--- config.mk ---
export PLATFORM = sky130hd
export DESIGN_NAME = demux_pkt_router
export DESIGN_NICKNAME = d
export VERILOG_FILES = /design/src/rtl/demux_pkg.sv /design/src/rtl/demux_out_slot.sv /design/src/rtl/demux_pkt_router.sv
export SDC_FILE = /design/constraint.sdc
export NUM_CORES = 1
export LEC_CHECK = 0
export BUFFER_PORTS_ARGS = -buffer_cell sky130_fd_sc_hd__buf_2
export CAP_MARGIN = 20
export CORE_ASPECT_RATIO = 0.9
export CORE_MARGIN = 4
export CORE_UTILIZATION = 30
export DETAILED_ROUTE_END_ITERATION = 12
export GPL_TIMING_DRIVEN = 0
export PLACE_DENSITY_LB_ADDON = 0.08
export SLEW_MARGIN = 0
export SYNTH_ARGS = -nofsm -noshare
export SYNTH_HDL_FRONTEND = slang
export SYNTH_SLANG_ARGS = --single-unit
export TNS_END_PERCENT = 20
--- constraint.sdc ---
create_clock -name clk -period 4 [get_ports clk]
set_input_delay 0.4 -clock clk [delete_from_list [all_inputs] [get_ports clk]]
set_output_delay 0.4 -clock clk [all_outputs]
set_load 0.005 [all_outputs]
--- src/rtl/demux_pkg.sv ---
// Shared types and constants for the packet-aware 1-to-4 demux router.
// Latency: n/a (types, constants and a pure helper function only).
// Backpressure: n/a.
package demux_pkg;

    localparam int NUM_CH = 4;
    localparam int SEL_W  = 2;

    // IDLE: next accepted beat starts a packet; PKT: mid-packet, route is locked
    typedef enum logic {
        IDLE = 1'b0,
        PKT  = 1'b1
    } state_t;

    // The route for the current beat: live select between packets, latched select inside one
    function automatic logic [SEL_W-1:0] active_ch(
        input state_t           state,
        input logic [SEL_W-1:0] live_sel,
        input logic [SEL_W-1:0] held_sel
    );
        return (state == IDLE) ? live_sel : held_sel;
    endfunction

endpackage

--- src/rtl/demux_out_slot.sv ---
// One registered output channel (valid/data/last) of the demux router.
// Latency: 1 cycle from i_load to o_valid/o_data/o_last.
// Backpressure: o_free is low only while full and i_ready is low; data/last hold until drained.
module demux_out_slot #(
    parameter int DW = 8
) (
    input  logic          clk,
    input  logic          rst,
    input  logic          i_load,
    input  logic [DW-1:0] i_data,
    input  logic          i_last,
    input  logic          i_ready,
    output logic          o_valid,
    output logic [DW-1:0] o_data,
    output logic          o_last,
    output logic          o_free
);

    logic          r_valid;
    logic [DW-1:0] r_data;
    logic          r_last;

    // A slot can take a beat when empty or when its current beat leaves this cycle
    assign o_free  = !r_valid | i_ready;
    assign o_valid = r_valid;
    assign o_data  = r_data;
    assign o_last  = r_last;

    // Load wins over drain so a simultaneous drain+load keeps the slot valid at full rate
    always_ff @(posedge clk or posedge rst) begin
        if (rst) begin
            r_valid <= 1'b0;
            r_data  <= '0;
            r_last  <= 1'b0;
        end else if (i_load) begin
            r_valid <= 1'b1;
            r_data  <= i_data;
            r_last  <= i_last;
        end else if (r_valid && i_ready) begin
            r_valid <= 1'b0;
        end
    end

endmodule

--- src/rtl/demux_pkt_router.sv ---
// Packet-aware 1-to-4 demux: routes whole packets by the select sampled on the first beat.
// Latency: 1 cycle input beat to output register; one beat per cycle per channel.
// Backpressure: in_ready mirrors the free state of the active channel; no redirect while stalled.
// Optional per-channel saturating beat counters are built when DEMUX_BEAT_CNT_EN is defined.
module demux_pkt_router
    import demux_pkg::*;
#(
    parameter int DW    = 8,
    parameter int CNT_W = 16
) (
    input  logic                 clk,
    input  logic                 rst,
    input  logic                 in_valid,
    output logic                 in_ready,
    input  logic [DW-1:0]        in_data,
    input  logic [SEL_W-1:0]     in_sel,
    input  logic                 in_last,
    output logic [NUM_CH-1:0]    out_valid,
    input  logic [NUM_CH-1:0]    out_ready,
    output logic [NUM_CH*DW-1:0] out_data,
    output logic [NUM_CH-1:0]    out_last,
    output logic                 pkt_active
`ifdef DEMUX_BEAT_CNT_EN
    ,
    output logic [NUM_CH*CNT_W-1:0] beat_cnt
`endif
);

    state_t           r_state;
    logic [SEL_W-1:0] r_cur_sel;
    logic             r_pkt_active;

    logic [SEL_W-1:0] w_ch;
    logic [NUM_CH-1:0] w_slot_free;
    logic [NUM_CH-1:0] w_load;
    logic              w_accept;

    // Route is locked to the first-beat select for the rest of the packet
    assign w_ch       = active_ch(r_state, in_sel, r_cur_sel);
    assign in_ready   = w_slot_free[w_ch];
    assign w_accept   = in_valid & in_ready;
    assign pkt_active = r_pkt_active;

    generate
        for (genvar g = 0; g < NUM_CH; g++) begin : g_slot
            assign w_load[g] = w_accept && (w_ch == SEL_W'(g));

            demux_out_slot #(
                .DW (DW)
            ) u_slot (
                .clk     (clk),
                .rst     (rst),
                .i_load  (w_load[g]),
                .i_data  (in_data),
                .i_last  (in_last),
                .i_ready (out_ready[g]),
                .o_valid (out_valid[g]),
                .o_data  (out_data[g*DW +: DW]),
                .o_last  (out_last[g]),
                .o_free  (w_slot_free[g])
            );
        end
    endgenerate

    // Packet framing: enter PKT on a non-last first beat, leave on the accepted last beat
    always_ff @(posedge clk or posedge rst) begin
        if (rst) begin
            r_state      <= IDLE;
            r_cur_sel    <= '0;
            r_pkt_active <= 1'b0;
        end else begin
            case (r_state)
                IDLE: begin
                    if (w_accept && !in_last) begin
                        r_state      <= PKT;
                        r_cur_sel    <= in_sel;
                        r_pkt_active <= 1'b1;
                    end
                end
                PKT: begin
                    if (w_accept && in_last) begin
                        r_state      <= IDLE;
                        r_pkt_active <= 1'b0;
                    end
                end
                default: begin
                    r_state      <= IDLE;
                    r_pkt_active <= 1'b0;
                end
            endcase
        end
    end

`ifdef DEMUX_BEAT_CNT_EN
    generate
        for (genvar c = 0; c < NUM_CH; c++) begin : g_cnt
            logic [CNT_W-1:0] r_cnt;

            // Count accepted beats per channel, sticking at all-ones instead of wrapping
            always_ff @(posedge clk or posedge rst) begin
                if (rst) begin
                    r_cnt <= '0;
                end else if (w_load[c] && (r_cnt != {CNT_W{1'b1}})) begin
                    r_cnt <= r_cnt + 1'b1;
                end
            end

            assign beat_cnt[c*CNT_W +: CNT_W] = r_cnt;
        end
    endgenerate
`endif

endmodule

==> After elaboration in Yosys (flattened, before gate mapping) <==
Index checks and enable logic that the tools add are counted.
{ "word_totals": {"mem_bits_rw": 0, "in_bits": 18, "output_inout_bits": 42, "regBits": 44, "latchBits": 0, "word_cells": 66, "rom_bits": 0, "memories": 0} }
{ "op_classes": {"n_reduce_logical": 22, "addsub": 0, "n_lt_le_gt_ge": 1, "muxes": 17, "n_mul": 0, "div": 0, "shift": 0, "bitwise_logic": 6, "eq_ne": 5} }
{ "ops": {"columns": ["op", "count"], "rows": [
  ["$mux 1", 13],
  ["$logic_and 1x1->1", 10],
  ["$reduce_bool 2->1", 4],
  ["$logic_not 1->1", 5],
  ["$eq 2x2->1 const B", 2],
  ["$ne 2x1->1 const B", 2],
  ["$or 1x1->1", 4],
  ["$pmux 1 s2", 2],
  ["$reduce_and 2->1", 2],
  ["$lt 2x3->1 const B", 1],
  ["$bmux 1 s2", 1],
  ["$eq 2x1->1 const B", 1],
  ["$logic_not 2->1", 1],
  ["$mux 2", 1],
  ["$and 1x1->1", 1],
  ["$not 1->1", 1]
]} }

==> Longest topological paths before layout <==
Gate-level depths: netlist of run 1.
{ "logic_depth": {"ltp_word": 8, "ltp_mapped": 6, "mapped_depth_nobuf": 5} }

==> By module <==
From an unflattened synthesis of run 1, not the netlist that was laid out.
{ "hier_totals": {"cells_unflattened": 134, "area_unflattened_um2": 2040.7} }
{ "modules_own_cells": {"columns": ["mod", "n_inst", "seq_area_each_um2", "cells_each", "area_each_um2"], "rows": [
  ["demux_out_slot", 4, 250.2, 23, 412.9],
  ["demux_pkt_router", 1, 100.1, 42, 389.1]
]} }

==> Worst setup path before layout of run 1 <==
Ideal clock, no wire load.
{ "synth_timing": {"path_kind": "reg2reg", "from": "reg with a tool-made name", "to": "reg r_cur_sel[0]", "setup_time_ps": 125, "t_arrival_ps": 1569, "setup_slack_ps": 2306, "stages_incl_launch_ff": 7, "required_ps": 3875, "path_buffers": 1, "period_less_slack_ps": 1694, "cell_sequence": "dfrtp_1 > buf_6 > mux2i_2 > mux2i_1 > nor2_2 > a21oi_2 > mux2_4"} }
{ "synth_lines": {"columns": ["element", "line_no", "text"], "rows": [
  ["end signal: assignment", "demux_pkt_router.sv:76", "r_cur_sel <= in_sel;"],
  ["end: declaration", "demux_pkt_router.sv:30", "logic [SEL_W-1:0] r_cur_sel;"]
]} }

==> run metrics, run 1 <==
Iteration-0 DRC Markers 26; placed instance count 271; initial core utilization 0.310; Final Max Slew Viols 0; cell area power density 792 nW/um2; mean post-synth cell area around 15 um2; Num CTS Buffers 5; most frequent cells in the layout buf_2, dfrtp_1, mux2_2; Mapped Area about 1900 um2; Critical Path End Type output pin; Final nets 210; Setup TNS Final 0 ns; layout cells sized above 1 0.660; Synthesized Nets between 100 and 150; VDD IR-drop max 273 uV; Yosys warning count 0; largest cells by area after synthesis dfrtp_1, mux2_2, buf_4; vias per cell 4.38; Inserted Diodes 0; I/O pin cnt 60; Max-slew headroom 0.710; CTS tree yes; Leak around 1.2 nW; setup skew after layout 0.00422 ns; FF+latch count, synth 44; worst path required time 3.60 ns; vias in the first global route between 1000 and 1500; via count 1217; ys flop type dfrtp_1; CTS sink count 44; RSZ-0062 raised after global routing false; Final min period ~2.1 ns; Root Buffer clkbuf_8; die area between 7000 and 8000 um2; Finished Layout Cells 278; outcome complete, no violations; final wirelength 4050 um; asr flop ratio synth 1.00; Row Count 27; Post-Syn Instances 125; met1 wire length 1770 um; met2 routed WL 2020 um; FMAX 471 MHz; Final setup violation count 0; CP Launch Type flip-flop; finished layout cell area 2420 um2; Fin. Hold Viols 0; Chip Width 91.8 um; drt pass-1 iters 2; Filler cells 621; CTS HTree Levels 2; initial antenna violation count 0; max_cap viols 0; Worst Path Arrival 1.72 ns; area delta synth->final 27.9%; post-DP HPWL ~3000 um; commonest non-fill, non-tap cell in the layout buf_2; placer's final routability congestion estimate 0.657; global-route wire length before repair 6790 um; fin crit share 0.531; DR WL/cell between 10 and 15 um; Post-synth EDFFs 0; register area share after synthesis 0.581; synth unique cells 26; Reg clk slew, reported paths roughly 0.070 ns; clk buf depth 2; PortBufs 58; clk_lat worst skew 0.28 ns; crit path kind flip-flop to output pin; Hold/Removal Path Class primary input to flip-flop; maximum number of pins on one net before global-route repair just over 40; Max Used Layer met4; core area ~6100 um2; Worst-Margin Slew between 0.4 and 0.5 ns; crit path max fanout 8; GRT Util Overall 0.113; die height 83.4 um; Synth top area share 0.581; Post-DRT Antenna Nets 0; Overflow after GRT 0; WL met3 222 um; Synth area leader dfrtp_1; Post-DP Area 2310 um2; DRC Markers 0; post-cts resize count 0
## registers in the layout (all words and copies together), names as in the netlist, named ones only
signal and count:
g_slot.u_slot.o_valid 4, r_cur_sel 2, pkt_active 1, g_slot.u_slot.o_data 32, g_slot.u_slot.o_last 4
## critical path, cell delays in order (launching register included)
cell     delay [ns]
dfrtp_1        0.35
buf_6          0.15
mux2i_2        0.33
mux2i_1        0.36
mux2i_1        0.12
buf_2          0.14
## cell type report
class	instances	area [um2]	share of cell area
Tap cell	87	109	0.0449
Inverter	1	3.75	0.00155
Sequential cell	44	1100	0.454
Clock inverter	1	30.0	0.0124
Buffer	10	76.3	0.0315
Multi-Input combinational cell	70	714	0.295
Timing Repair Buffer	60	320	0.132
Clock buffer	5	68.8	0.0284
## worst paths after layout
| path | start | to | slack [ns] | depth (start not counted) |
|---|---|---|---|---|
| max | flip-flop | in_ready | 1.88 | 5 |
| min | in_data[0] | g_slot[2].u_slot.o_data[0]$_DFFE_PP0P_ | 0.38 | 2 |
| max reg2reg | flip-flop | r_cur_sel[0]$_DFFE_PP0P_ | 2.17 | 6 |
| min reg2reg | g_slot[1].u_slot.o_data[3]$_DFFE_PP0P_ | g_slot[1].u_slot.o_data[3]$_DFFE_PP0P_ | 0.50 | 1 |
| max in group asynchronous | rst | asynchronous set/reset pin | 3.02 | 4 |
| min in group asynchronous | rst | g_slot[2].u_slot.o_valid$_DFFE_PP0P_ | 0.54 | 3 |
## repair_timing
item / in CTS / in global routing
hold endpoints to repair: 4 / 0
hold buffers: 1 / 0
setup endpoints to repair: 0 / 0
setup buffers: 0 / 0
## synthesized netlist by cell type, types with 2 or more instances
cell	instances
nand2b_1	4
mux2_2	36
mux2i_1	2
mux2i_4	2
dfrtp_1	44
nand2_1	6
buf_4	8
mux2_4	2
nor2_1	2
nand4_2	2
nand3_2	2
## cell families (layout without fill, tap and decap cells)
| family | count (synthesis) | in the layout | synth area share |
|---|---|---|---|
| flops | 44 | 44 | 0.581 |
| mux | 43 | 43 | 0.271 |
| simple gates | 21 | 21 | 0.0818 |
| compound gates | 6 | 6 | 0.0238 |
| buf+inv | 11 | 77 | 0.0422 |
## power breakdown
group / internal (W) / switching, W
sequential: 0.000671 / 0.000114
combinational: 0.000479 / 0.000340
clock: 0.000179 / 0.000136
total: 0.00133 / 0.000589
## layer usage
metal	vias up	GRT usage
li1	564	-
met1	615	0.140
met2	34	0.188
met3	4	0.0380
met4	0	0.0283
met5	-	0
## per-stage QoR
step | setup slack (ns) | power, W | hold WS (ns) | util
after floorplan | 2.31 | 0.00130 | 0.481 | -
after global placement | 1.99 | 0.00160 | 0.484 | 0.375
after detailed placement | 2.18 | 0.00164 | 0.296 | 0.379
after CTS | 1.84 | 0.00196 | 0.372 | 0.396
after global routing | 1.73 | 0.00206 | 0.368 | 0.396
final | 1.88 | 0.00192 | 0.384 | 0.396
(Power assumes the default switching activity.)
==> run 2, diff against run 1 <==
Clock period 4 ns to 2 ns, I/O delays scaled along.
==> run metrics, run 2 (synthesis gave the netlist of run 1 again) <==
outcome complete, no violations (unchanged); Inserted Diodes 0 (unchanged); family with the most delay on the worst path multiplexers (unchanged); Post-DRT Antenna Nets 0 (unchanged); RSZ-0062 raised after global routing false (unchanged); vias in the first global route 1305 (unchanged); R2R Path End g_slot[1].u_slot.o_data[7]$_DFFE_PP0P_ (was r_cur_sel[0]$_DFFE_PP0P_); Worst-Margin Slew 0.438 ns (was 0.434 ns); worst hold start in_data[0] (unchanged); post-DP HPWL 3000 um (unchanged); clk buf depth 2 (unchanged); Row Count 27 (unchanged); DRC Markers 0 (unchanged); initial antenna violation count 0 (unchanged); initial core utilization 0.310 (unchanged); CP cell instances buf_6 -> mux2i_4 -> mux2i_2 -> mux2i_1 -> buf_2 (was buf_6 -> mux2i_2 -> mux2i_1 -> mux2i_1 -> buf_2); CTS HTree Levels 2 (unchanged); CTS tree yes (unchanged); max reg flops 32 (unchanged); Leak 1.17 nW (was 1.18 nW); Fin. Hold Viols 0 (unchanged); worst hold slack 0.184 ns (was 0.384 ns); clk_lat worst skew 0.28 ns (about the same); crit path max fanout 8 (unchanged); Max-slew headroom 0.707 (was 0.710); finished layout cell area 2440 um2 (was 2420 um2); cell area power density 1590 nW/um2 (was 792 nW/um2); I/O pin cnt 60 (unchanged); Critical Path End Type output pin (unchanged); max_cap viols 0 (unchanged); die area 7660 um2 (unchanged); placer's final routability congestion estimate 0.657 (unchanged); Chip Width 91.8 um (unchanged); Post-DP Area 2310 um2 (unchanged); maximum number of pins on one net before global-route repair 41 (unchanged); VDD IR-drop max 546 uV (was 273 uV); PortBufs 58 (unchanged); Layout Utilization 0.398 (was 0.396); slowest library cell on the worst path dfrtp_1 (was mux2i_1); WHS Endpoint g_slot[2].u_slot.o_data[0]$_DFFE_PP0P_ (unchanged); reg-to-reg slack, setup 0.19 ns (was 2.17 ns); Final min period 1.86 ns; drt pass-1 iters 2 (unchanged); CTS sink count 44 (unchanged); vias per cell 4.38 (about the same); cell depth of the worst flop-to-flop path 4 (was 6); Reg clk slew, reported paths 0.07 ns (about the same); layout cells sized above 1 0.665 (was 0.660); CP Launch Type flip-flop (unchanged); setup skew after layout 0.00339 ns (was 0.00422 ns); DR WL/cell 14.7 um (was 14.6 um); Overflow after GRT 0 (unchanged); die height 83.4 um (unchanged); global-route wire length before repair 6790 um (unchanged); GRT Util Overall 0.113 (unchanged); most frequent cells in the layout buf_2, dfrtp_1, mux2_2 (unchanged); final wirelength 4090 um (was 4050 um); commonest non-fill, non-tap cell in the layout buf_2 (unchanged); hold path depth 2 (unchanged); DP Worst Slack 0.179 ns (was 2.18 ns); Final nets 210 (unchanged); Worst Path Arrival 1.66 ns (was 1.72 ns); Iteration-0 DRC Markers 21 (was 26); Num CTS Buffers 5 (unchanged); FMAX 537 MHz; Final setup violation count 0 (unchanged); worst path required time 1.80 ns (was 3.60 ns); fin crit share 0.931; crit path kind flip-flop to output pin (unchanged); via count 1219 (was 1217); Root Buffer clkbuf_8 (unchanged); Hold/Removal Path Class primary input to flip-flop (unchanged); area delta synth->final 28.5% (was 27.9%); PnR worst setup slack 0.137 ns (was 1.88 ns); Setup TNS Final 0 ns (unchanged); WP buf/inv 2 (unchanged); Final Max Slew Viols 0 (unchanged); CP max stage delay 0.35 ns (was 0.36 ns); core area 6110 um2 (unchanged)
## run 2: cell type report
type                       count  area [um2]
multi-input combinational     70         727
fill                         620        3680
sequential                    44        1100
clock inverter                 1        30.0
tap                           87         109
inverter                       1        3.75
clock buffer                   5        68.8
buffer                        10        76.3
timing repair buffer          60         320
## run 2: report_power, final
group	total [W]	internal, W	switching [W]
Combinational	0.00167	0.000974	0.000694
Sequential	0.00158	0.00134	0.000233
Clock	0.000630	0.000358	0.000271
## run 2: worst max path at each step
| stage | start | endpoint | slack, ns | cells after the start |
|---|---|---|---|---|
| final | flip-flop | in_ready | 0.14 | 5 |
| after global routing | flip-flop | in_ready | 0.02 | 5 |
| after CTS | flip-flop | in_ready | 0.04 | 5 |
| after detailed placement | flip-flop | g_slot[1].u_slot.o_data[6]$_DFFE_PP0P_ | 0.18 | 4 |
| after global placement | flip-flop | r_cur_sel[0]$_DFFE_PP0P_ | 0.17 | 6 |
| after floorplan | flip-flop | r_cur_sel[0]$_DFFE_PP0P_ | 0.31 | 6 |
## run 2: what timing repair did
item,4_1_cts,5_1_grt
setup endpoints to repair,0,1
gates resized for setup,0,2
setup buffers,0,0
hold buffers,1,0
endpoints found under the hold margin,4,0
## run 2: routing by layer
layer / part of all wire / vias up / routed length, um / global-route usage
met5: 0 / - / 0 / 0
met4: 0.0088 / 0 / 36 / 0.0283
met3: 0.054 / 4 / 222 / 0.0380
met2: 0.50 / 34 / 2070 / 0.188
met1: 0.43 / 620 / 1770 / 0.140
li1: - / 561 / - / -
## run 2: per-stage QoR
step,power (W),std cells
floorplan,0.00260,125
global placement,0.00321,270
detailed placement,0.00327,271
CTS,0.00392,278
global route,0.00416,278
finish,0.00387,278
==> run 3, diff against run 2 <==
Settings changed: REMOVE_ABC_BUFFERS from default to 1.
==> run metrics, run 3 (synthesis gave the netlist of run 1 again) <==
most frequent cells in the layout buf_2, dfrtp_1, mux2_2 (unchanged); cell area power density 1550 nW/um2 (was 1590 nW/um2); Overflow after GRT 0 (unchanged); Iteration-0 DRC Markers 35 (was 21); Final setup violation count 0 (unchanged); clk buf depth 2 (unchanged); commonest non-fill, non-tap cell in the layout buf_2 (unchanged); die area 7660 um2 (unchanged); vias per cell 4.32 (was 4.38); fin crit share 0.942 (was 0.931); area delta synth->final 25.8% (was 28.5%); Final nets 203 (was 210); Post-DP Area 2240 um2 (was 2310 um2); setup skew after layout 0.00131 ns (was 0.00339 ns); crit path kind flip-flop to flip-flop (was flip-flop to output pin); max reg flops 32 (unchanged); initial core utilization 0.310 (unchanged); Leak 1.13 nW (was 1.17 nW); layout cells sized above 1 0.656 (was 0.665); GRT met3 Usage 0.0435 (was 0.0380); drt pass-1 iters 4 (was 2); post-DP HPWL 2890 um (was 3000 um); CTS tree yes (unchanged); Post-DRT Antenna Nets 0 (unchanged); Max-slew headroom 0.690 (was 0.707); met1 GRT Util 0.137 (was 0.140); I/O pin cnt 60 (unchanged); worst path required time 2.17 ns (was 1.80 ns); maximum number of pins on one net before global-route repair 35 (was 41); crit path max fanout 10 (was 8); DR WL/cell 14.4 um (was 14.7 um); Hold/Removal Path Class primary input to flip-flop (unchanged); clk_lat worst skew 0.29 ns (was 0.28 ns); Fin. Hold Viols 0 (unchanged); Inserted Diodes 0 (unchanged); GRT Util Overall 0.110 (was 0.113); initial antenna violation count 0 (unchanged); Reg clk slew, reported paths 0.08 ns (was 0.07 ns); CP Launch Type flip-flop (unchanged); vias in the first global route 1267 (was 1305); Worst Path Arrival 2.06 ns (was 1.66 ns); die height 83.4 um (unchanged); Row Count 27 (unchanged); VDD IR-drop max 588 uV (was 546 uV); Final min period 1.88 ns (was 1.86 ns); final wirelength 3930 um (was 4090 um); Finished Layout Cells 273 (was 278); finished layout cell area 2380 um2 (was 2440 um2); Num CTS Buffers 5 (unchanged); DRC Markers 0 (unchanged); Chip Width 91.8 um (unchanged); Setup TNS Final 0 ns (unchanged); Root Buffer clkbuf_8 (unchanged); Critical Path End Type flip-flop (was output pin); outcome complete, no violations (unchanged); grt met2 use 0.177 (was 0.188); max_cap viols 0 (unchanged); RSZ-0062 raised after global routing false (unchanged); placer's final routability congestion estimate 0.702 (was 0.657); core area 6110 um2 (unchanged); Worst-Margin Slew 0.464 ns (was 0.438 ns); CTS sink count 44 (unchanged); global-route wire length before repair 6560 um (was 6790 um); GRT busiest layer met2 (unchanged); placed instance count 262 (was 271); FMAX 531 MHz (was 537 MHz); Final Max Slew Viols 0 (unchanged); CTS HTree Levels 2 (unchanged); via count 1179 (was 1219); PortBufs 59 (was 58)
==> run 3: what timing repair did <==
item / CTS / global route
hold buffers: 1 / 0
hold endpoints to repair: 10 / 0
buffers inserted: 0 / 2
resized for setup: 2 / 2
gates cloned: 0 / 0
setup endpoints to repair: 20 / 5
==> run 3: worst paths after layout <==
| path | startpoint | to | slack [ns] | cells past startpoint |
|---|---|---|---|---|
| setup reg to reg | flip-flop | g_slot[1].u_slot.o_last$_DFFE_PP0P_ | 0.12 | 3 |
| min in group asynchronous | rst | r_cur_sel[1]$_DFFE_PP0P_ | 0.39 | 3 |
| hold reg to reg | g_slot[3].u_slot.o_data[2]$_DFFE_PP0P_ | g_slot[3].u_slot.o_data[2]$_DFFE_PP0P_ | 0.50 | 1 |
| max in group asynchronous | rst | asynchronous set/reset pin | 1.14 | 4 |
| hold / removal | in_data[7] | g_slot[0].u_slot.o_data[7]$_DFFE_PP0P_ | 0.18 | 2 |
| setup / recovery | flip-flop | g_slot[1].u_slot.o_last$_DFFE_PP0P_ | 0.12 | 3 |
==> run 3: metrics by stage <==
stage          hold slack (ns)  utilization  total power [W]  setup slack (ns)
6_report                 0.183        0.390          0.00370             0.117
5_1_grt                  0.168        0.390          0.00399            0.0116
4_1_cts                  0.170        0.385          0.00373            0.0126
3_5_place_dp             0.157        0.367          0.00313           -0.0626
3_3_place_gp             0.472        0.364          0.00308           -0.0143
2_1_floorplan            0.285            -          0.00247             0.174
==> run 3: area by class of cell <==
type                       count  area (um2)
clock inverter                 1        7.51
timing repair buffer          63         340
tap                           87         109
clock buffer                   7        86.3
multi-input combinational     70         736
inverter                       1        3.75
sequential                    44        1100
fill                         602        3730
==> run 3: critical path, stage by stage, from the launching register on <==
cell and delay [ns]:
dfrtp_2 0.50, mux2i_4 0.39, nand4_2 0.45, mux2_2 0.43
==> run 3: power breakdown <==
| part | total (W) | internal [W] | switching, W |
|---|---|---|---|
| Combinational | 0.00154 | 0.000900 | 0.000643 |
| Sequential | 0.00160 | 0.00134 | 0.000254 |
| Clock | 0.000564 | 0.000281 | 0.000283 |
==> run 3: metal layers <==
layer,vias to the layer above,routed length (um),share of wire
met5,-,0,0
met4,0,45,0.011
met3,6,273,0.069
met2,36,1890,0.48
met1,587,1730,0.44
li1,550,-,-
